## src/rtl/multicycle_control_unit.sv

```systemverilog
// Multicycle ARM-subset control unit: Moore FSM that sequences fetch, decode, memory,
// ALU and branch steps, evaluates conditions and keeps NZ/CV flag state.
module multicycle_control_unit #(
  parameter int ALUC_W = 3,
  parameter int BL_EN  = 1
) (
  input  logic              clk,
  input  logic              reset,
  input  logic [19:0]       Instr,
  input  logic [3:0]        ALUFlags,
  output logic              PCWrite,
  output logic              IRWrite,
  output logic              RegWrite,
  output logic              MemWrite,
  output logic              LinkWrite,
  output logic              AdrSrc,
  output logic              ALUSrcA,
  output logic [1:0]        ALUSrcB,
  output logic [1:0]        ResultSrc,
  output logic [1:0]        ImmSrc,
  output logic [1:0]        RegSrc,
  output logic [ALUC_W-1:0] ALUControl,
  output logic              Undef,
  output logic [3:0]        State
);

  localparam logic [3:0] FETCH  = 4'd0;
  localparam logic [3:0] DECODE = 4'd1;
  localparam logic [3:0] MEMADR = 4'd2;
  localparam logic [3:0] MEMRD  = 4'd3;
  localparam logic [3:0] MEMWB  = 4'd4;
  localparam logic [3:0] MEMWR  = 4'd5;
  localparam logic [3:0] EXECR  = 4'd6;
  localparam logic [3:0] EXECI  = 4'd7;
  localparam logic [3:0] ALUWB  = 4'd8;
  localparam logic [3:0] BRANCH = 4'd9;

  localparam logic [ALUC_W-1:0] ALU_ADD = ALUC_W'(0);
  localparam logic [ALUC_W-1:0] ALU_SUB = ALUC_W'(1);
  localparam logic [ALUC_W-1:0] ALU_AND = ALUC_W'(2);
  localparam logic [ALUC_W-1:0] ALU_ORR = ALUC_W'(3);
  localparam logic [ALUC_W-1:0] ALU_MOV = ALUC_W'(4);

  if (ALUC_W < 3) begin : g_aluc_w_check
    $error("multicycle_control_unit: ALUC_W must be at least 3");
  end

  logic [3:0] cond;
  logic [1:0] op;
  logic [5:0] funct;
  logic [3:0] rd;
  logic [3:0] cmd;
  logic       unused_rn;

  assign cond      = Instr[19:16];
  assign op        = Instr[15:14];
  assign funct     = Instr[13:8];
  assign rd        = Instr[3:0];
  assign cmd       = funct[4:1];
  assign unused_rn = ^Instr[7:4];

  logic [3:0] state_q, state_d;
  logic [1:0] nz_q, nz_d;
  logic [1:0] cv_q, cv_d;
  logic       cond_ex_r_q, cond_ex_r_d;

  logic                flag_n, flag_z, flag_c, flag_v;
  logic                cond_ex;
  logic [ALUC_W-1:0]   dp_alu;
  logic                dp_legal;
  logic                dp_arith;
  logic                dp_no_wb;
  logic                undef_dec;
  logic                is_exec;
  logic                rd_is_pc;

  assign flag_n = nz_q[1];
  assign flag_z = nz_q[0];
  assign flag_c = cv_q[1];
  assign flag_v = cv_q[0];

  always_comb begin
    cond_ex = 1'b0;
    case (cond)
      4'b0000: cond_ex = flag_z;
      4'b0001: cond_ex = ~flag_z;
      4'b0010: cond_ex = flag_c;
      4'b0011: cond_ex = ~flag_c;
      4'b0100: cond_ex = flag_n;
      4'b0101: cond_ex = ~flag_n;
      4'b0110: cond_ex = flag_v;
      4'b0111: cond_ex = ~flag_v;
      4'b1000: cond_ex = flag_c & ~flag_z;
      4'b1001: cond_ex = ~flag_c | flag_z;
      4'b1010: cond_ex = (flag_n == flag_v);
      4'b1011: cond_ex = (flag_n != flag_v);
      4'b1100: cond_ex = ~flag_z & (flag_n == flag_v);
      4'b1101: cond_ex = flag_z | (flag_n != flag_v);
      4'b1110: cond_ex = 1'b1;
      default: cond_ex = 1'b0;
    endcase
  end

  always_comb begin
    dp_alu   = ALU_ADD;
    dp_legal = 1'b1;
    case (cmd)
      4'b0100:          dp_alu = ALU_ADD;
      4'b0010, 4'b1010: dp_alu = ALU_SUB;
      4'b0000, 4'b1000: dp_alu = ALU_AND;
      4'b1100:          dp_alu = ALU_ORR;
      4'b1101:          dp_alu = ALU_MOV;
      default:          dp_legal = 1'b0;
    endcase
  end

  // CMP and TST only produce flags, so they skip the write-back step.
  assign dp_arith  = (cmd == 4'b0100) | (cmd == 4'b0010) | (cmd == 4'b1010);
  assign dp_no_wb  = (cmd == 4'b1010) | (cmd == 4'b1000);
  assign undef_dec = (op == 2'b11) | ((op == 2'b00) & ~dp_legal);
  assign is_exec   = (state_q == EXECR) | (state_q == EXECI);
  assign rd_is_pc  = (rd == 4'b1111);

  always_comb begin
    state_d = FETCH;
    case (state_q)
      FETCH:  state_d = DECODE;
      DECODE: begin
        if (undef_dec)         state_d = FETCH;
        else if (op == 2'b01)  state_d = MEMADR;
        else if (op == 2'b10)  state_d = BRANCH;
        else if (op == 2'b00)  state_d = funct[5] ? EXECI : EXECR;
        else                   state_d = FETCH;
      end
      MEMADR: state_d = funct[0] ? MEMRD : MEMWR;
      MEMRD:  state_d = MEMWB;
      EXECR,
      EXECI:  state_d = dp_no_wb ? FETCH : ALUWB;
      default: state_d = FETCH;
    endcase
  end

  always_comb begin
    nz_d        = nz_q;
    cv_d        = cv_q;
    cond_ex_r_d = cond_ex_r_q;
    if (state_q == DECODE) cond_ex_r_d = cond_ex;
    if (is_exec && cond_ex_r_q && funct[0]) begin
      nz_d = ALUFlags[3:2];
      if (dp_arith) cv_d = ALUFlags[1:0];
    end
  end

  always_ff @(posedge clk or posedge reset) begin
    if (reset) begin
      state_q     <= FETCH;
      nz_q        <= 2'b00;
      cv_q        <= 2'b00;
      cond_ex_r_q <= 1'b0;
    end else begin
      state_q     <= state_d;
      nz_q        <= nz_d;
      cv_q        <= cv_d;
      cond_ex_r_q <= cond_ex_r_d;
    end
  end

  always_comb begin
    ImmSrc = 2'b00;
    RegSrc = 2'b00;
    case (op)
      2'b01: begin
        ImmSrc = 2'b01;
        RegSrc = funct[0] ? 2'b00 : 2'b10;
      end
      2'b10: begin
        ImmSrc = 2'b10;
        RegSrc = 2'b01;
      end
      default: ;
    endcase
  end

  // Write enables are masked while reset is high so nothing commits mid-abort.
  always_comb begin
    PCWrite    = 1'b0;
    IRWrite    = 1'b0;
    RegWrite   = 1'b0;
    MemWrite   = 1'b0;
    LinkWrite  = 1'b0;
    AdrSrc     = 1'b0;
    ALUSrcA    = 1'b0;
    ALUSrcB    = 2'b00;
    ResultSrc  = 2'b00;
    ALUControl = ALU_ADD;
    Undef      = 1'b0;
    case (state_q)
      FETCH: begin
        IRWrite   = 1'b1;
        PCWrite   = 1'b1;
        ALUSrcA   = 1'b1;
        ALUSrcB   = 2'b10;
        ResultSrc = 2'b10;
      end
      DECODE: begin
        ALUSrcA   = 1'b1;
        ALUSrcB   = 2'b10;
        ResultSrc = 2'b10;
        Undef     = undef_dec;
      end
      MEMADR: ALUSrcB = 2'b01;
      MEMRD:  AdrSrc = 1'b1;
      MEMWR: begin
        AdrSrc   = 1'b1;
        MemWrite = cond_ex_r_q;
      end
      MEMWB: begin
        ResultSrc = 2'b01;
        RegWrite  = cond_ex_r_q;
        PCWrite   = cond_ex_r_q & rd_is_pc;
      end
      EXECR: ALUControl = dp_alu;
      EXECI: begin
        ALUSrcB    = 2'b01;
        ALUControl = dp_alu;
      end
      ALUWB: begin
        RegWrite = cond_ex_r_q;
        PCWrite  = cond_ex_r_q & rd_is_pc;
      end
      BRANCH: begin
        ALUSrcB   = 2'b01;
        ResultSrc = 2'b10;
        PCWrite   = cond_ex_r_q;
        LinkWrite = cond_ex_r_q & funct[4] & (BL_EN != 0);
      end
      default: ;
    endcase
    if (reset) begin
      PCWrite   = 1'b0;
      IRWrite   = 1'b0;
      RegWrite  = 1'b0;
      MemWrite  = 1'b0;
      LinkWrite = 1'b0;
      Undef     = 1'b0;
    end
  end

  assign State = state_q;

endmodule

```

## config.mk

```make
export PLATFORM = sky130hd
export DESIGN_NAME = multicycle_control_unit
export DESIGN_NICKNAME = d
export VERILOG_FILES = /design/src/rtl/multicycle_control_unit.sv
export SDC_FILE = /design/constraint.sdc
export NUM_CORES = 1
export LEC_CHECK = 0
export ABC_AREA = 1
export CAP_MARGIN = 40
export CORE_MARGIN = 4
export CORE_UTILIZATION = 39
export DETAILED_ROUTE_END_ITERATION = 12
export HOLD_SLACK_MARGIN = 0.03
export PLACE_DENSITY_LB_ADDON = 0.3
export SLEW_MARGIN = 20
export SYNTH_ARGS = -nofsm -noshare
export SYNTH_HDL_FRONTEND = slang
export SYNTH_SLANG_ARGS = --single-unit
```

## constraint.sdc

```tcl
create_clock -name clk -period 1.3 [get_ports clk]
set_input_delay 0.195 -clock clk [delete_from_list [all_inputs] [get_ports clk]]
set_output_delay 0.195 -clock clk [all_outputs]
set_load 0.01 [all_outputs]
```

==> flow_results.org <==
** Place
- In this run the cell area measured after placement is 1660 sq um.
- During placement, the flow inserted port buffers numbering 44.
- Routability-driven placement finished with a final weighted congestion of ~0.85.
- Once detailed placement completed, the half-perimeter wirelength came to 2.55 mm.

** Clocking
- Counting along the longest clock path gives a buffer depth of 2.
- After clock tree synthesis, the clock-pin slew on the worst setup and hold paths is about 70 ps.
- CTS placed an instance of sky130_fd_sc_hd__clkbuf_4 at the clock tree root.
- Number of buffers created by CTS :: 3
- The clock reaches the later pin of the worst-skew pair after between 200 and 300 ps.
- TritonCTS clock tree :: built
- Number of levels in the clock H-tree :: 1
- Hold repair after CTS inserted 0 buffers.
- Total number of clock tree sinks :: 9

** Die
- Core area :: about 2200 sq um
- Starting utilization of the core area :: 0.417
- DIE AREA :: approximately 3200 sq um
- Die height :: ~57 um
- Standard-cell row count :: 17
- The floorplan step set the die width to between 50 and 60 um.
- 49 I/O pins were placed.

** STA
- Final worst path period share :: 1.27
- The number of max-slew violations in the final report was 0.
- Counting I/O delays and the setup requirement, the final critical path takes around 1700 ps.
- Hold WS :: roughly 400 ps
- Setup violations remaining at the end of the flow were counted as 24.
- Measured against its own limit, the worst slew margin works out to 0.762.
- Fin. Hold Viols :: 0
- Post-Route Skew :: 3.70 ps
- Highest Clock Rate :: a little over 600 MHz
- Slew of the pin with the lowest slew margin :: 357 ps
- RSZ-0062 raised after global routing :: true
- Smallest setup slack after layout :: -353 ps

** Synth
- The cell area that synthesis handed to floorplanning was roughly 930 sq um.
- Average cell area after synthesis :: 5.93 sq um
- Number of warning messages in the yosys log :: 0
- Share of the yosys chip area belonging to registers :: 0.242
- Most used DFF post-synth :: sky130_fd_sc_hd__dfrtp_1
- Number of register bits inferred by synthesis :: 9
- Library cell with the largest summed area after synthesis :: sky130_fd_sc_hd__dfrtp_1
- Counting flops with an async set or reset pin after synthesis yields a share of 1.00.
- In the post-synthesis netlist, the cell with the most instances is sky130_fd_sc_hd__nand2_1.
- Counting every instance in the synthesized netlist gives 157.
- Net count after synthesis :: 188
- Ranking of synthesized cells by instance count :: sky130_fd_sc_hd__nand2_1, sky130_fd_sc_hd__nor2_1, sky130_fd_sc_hd__inv_1
- In this run, synthesis inferred 0 flip-flops with an integrated enable.
- Distinct cells, synth :: 20
- Of the post-synthesis cell area, the dominant cell type holds 0.242.
- Biggest area contributors in the synthesized netlist :: sky130_fd_sc_hd__dfrtp_1, sky130_fd_sc_hd__nand2_1, sky130_fd_sc_hd__nor2_1

** Drt
- The final layout contains routed wiring with a total length of around 4.4 mm.
- The detailed router placed ~1500 vias in this run.
- Post-detailed-route DRC marker count :: 0
- DRT Pass-1 Iters :: 4
- The detail route stage leaves a number of antenna-violating nets equal to 0.
- Mean routed wirelength per cell :: roughly 16 um
- Dividing the detail-routed via count by the number of cells gives about 5.4.
- The first routing iteration left 70 violations.

** Final layout
- At the end of the flow the core is filled with cells to 0.850.
- Footprint of the flip-flops and latches :: roughly 230 sq um
- Non-Filler Cell Area, Final :: about 1900 sq um
- Count of fill cells added during filler insertion :: 128
- Fraction of layout cells with a size suffix above 1 :: 0.486
- Compared with the post-synthesis result, the final layout area differs by 104%.
- Antenna Diode Count :: 0
- After the last flow step, the layout net total stands at roughly 280.
- Area of the multi-input gates :: ~740 sq um

** Pwr
- Total Power Consumption :: 2.81 mW
- Leak Pwr :: a little over 1 nW
- VDD IR max :: 1660 uV
- Pwr dens :: about 1500 nW/um^2

** Critical path
- Depth of the most critical reg-to-reg path :: 9
- STA classifies the critical path endpoint as an output pin.
- CP Class :: register to output pin
- STA puts the critical path data arrival time at 1460 ps.
- For the worst setup path, the data required time is 1110 ps.
- The startpoint identified for the worst register-to-register timing path is State[2]$_DFF_PP0_.
- Biggest fanout along the worst timing path :: 4
- Startpoint type of the worst setup path :: register
- FF-to-FF End :: cv_q[1]$_DFFE_PP0P_
- FF-to-FF setup slack :: -270 ps

** Min path
- Counting instances, the worst hold path has a depth of 3.
- Endpoint with the worst hold slack :: State[3]$_DFF_PP0_
- The worst hold path belongs to the class primary input to register.
- Beginning of the worst hold path :: Instr[15]

** Global routing
- Number of global-route vias before repair :: roughly 1400
- The initial antenna violation count came to 0.
- Global routing finished with a remaining overflow of 0.
- Largest net degree at the start of global routing :: 10
- Total track usage :: 0.240
- The first global-routing pass estimated 6.28 mm of wire.

** Status
- Failing checks :: setup timing
- Run status :: finished, violations left

** Run
- Max-cap violations in this run came to 0.
## power breakdown
part | total, mW | leakage (nW) | internal [mW] | switching, mW
clock network | 0.230 | 0.0150 | 0.119 | 0.111
registers | 0.510 | 0.103 | 0.381 | 0.129
logic | 2.07 | 0.910 | 1.02 | 1.05
## layout make-up
cell class	count	share of cell area
clock buffer	4	0.0138
timing repair buffer	92	0.404
inverter	26	0.0514
multi-input combinational	120	0.392
tap	28	0.0185
sequential	9	0.120
## kinds of logic after synthesis
kind of cell / after synthesis / synth area share
AND/OR/NAND/NOR: 97 / 0.457
buffers and inverters: 28 / 0.125
AO/OA/AOI/OAI: 18 / 0.109
flip-flops: 9 / 0.242
adder cells (fa/ha/maj): 5 / 0.0672
## critical path: stages, from the launching register on
cell and delay [ps]:
sky130_fd_sc_hd__dfrtp_2 440, sky130_fd_sc_hd__buf_6 140, sky130_fd_sc_hd__nor2_4 130, sky130_fd_sc_hd__nand2_1 110, sky130_fd_sc_hd__nor2_1 120, sky130_fd_sc_hd__clkdlybuf4s15_2 240
## routing by layer
metal | vias up | share of wire | track usage
met4 | 0 | 0.047 | 0.0861
li1 | 688 | - | -
met1 | 698 | 0.38 | 0.291
met2 | 94 | 0.51 | 0.424
met3 | 23 | 0.066 | 0.0368
met5 | - | 0 | 0
## sequential cells by signal, summed over array words and instances, names as in the netlist
register,cells
nz_q,2
cv_q,2
cond_ex_r_q,1
State,4
## worst max-delay path by stage
| stage | cells past startpoint | slack, ps | endpoint | startpoint |
|---|---|---|---|---|
| 3_3_place_gp | 8 | -680 | Undef | Instr[15] |
| 5_1_grt | 6 | -420 | PCWrite | State[1]$_DFF_PP0_ |
| 2_1_floorplan | 5 | -30 | PCWrite | State[3]$_DFF_PP0_ |
| 6_report | 5 | -350 | IRWrite | State[3]$_DFF_PP0_ |
| 3_5_place_dp | 8 | -700 | Undef | Instr[15] |
| 4_1_cts | 5 | -310 | PCWrite | State[2]$_DFF_PP0_ |
## metrics by stage
step                      instances  TNS [ps]  setup WS, ps
after global routing            279     -7190          -420
after detailed placement        261    -11440          -704
after global placement          261    -10750          -676
after floorplan                 157     -25.9         -25.9
final                           279     -5220          -353
after CTS                       274     -3600          -314
## what timing repair did
action | 4_1_cts | 5_1_grt
pin swaps | 8 | 16
endpoints found under the setup margin | 30 | 31
gates resized for setup | 122 | 46
cloned | 0 | 0
hold endpoints to repair | 0 | 0
buffers inserted | 9 | 6
## cells in the final DEF, fill, tap and decap left out, types with 4 or more instances in the layout
| cell type | count |
|---|---|
| sky130_fd_sc_hd__buf_2 | 14 |
| sky130_fd_sc_hd__buf_4 | 39 |
| sky130_fd_sc_hd__buf_6 | 14 |
| sky130_fd_sc_hd__clkdlybuf4s50_1 | 13 |
| sky130_fd_sc_hd__dfrtp_1 | 7 |
| sky130_fd_sc_hd__dlymetal6s2s_1 | 4 |
| sky130_fd_sc_hd__ha_1 | 4 |
| sky130_fd_sc_hd__inv_1 | 20 |
| sky130_fd_sc_hd__inv_2 | 6 |
| sky130_fd_sc_hd__nand2_1 | 35 |
| sky130_fd_sc_hd__nand2_2 | 7 |
| sky130_fd_sc_hd__nand3_1 | 14 |
| sky130_fd_sc_hd__nor2_1 | 14 |
| sky130_fd_sc_hd__nor2_2 | 9 |
| sky130_fd_sc_hd__nor2_4 | 4 |
| sky130_fd_sc_hd__o21ai_0 | 4 |
| sky130_fd_sc_hd__o21ai_1 | 4 |
No activity file was read; power rests on OpenSTA's default activity.
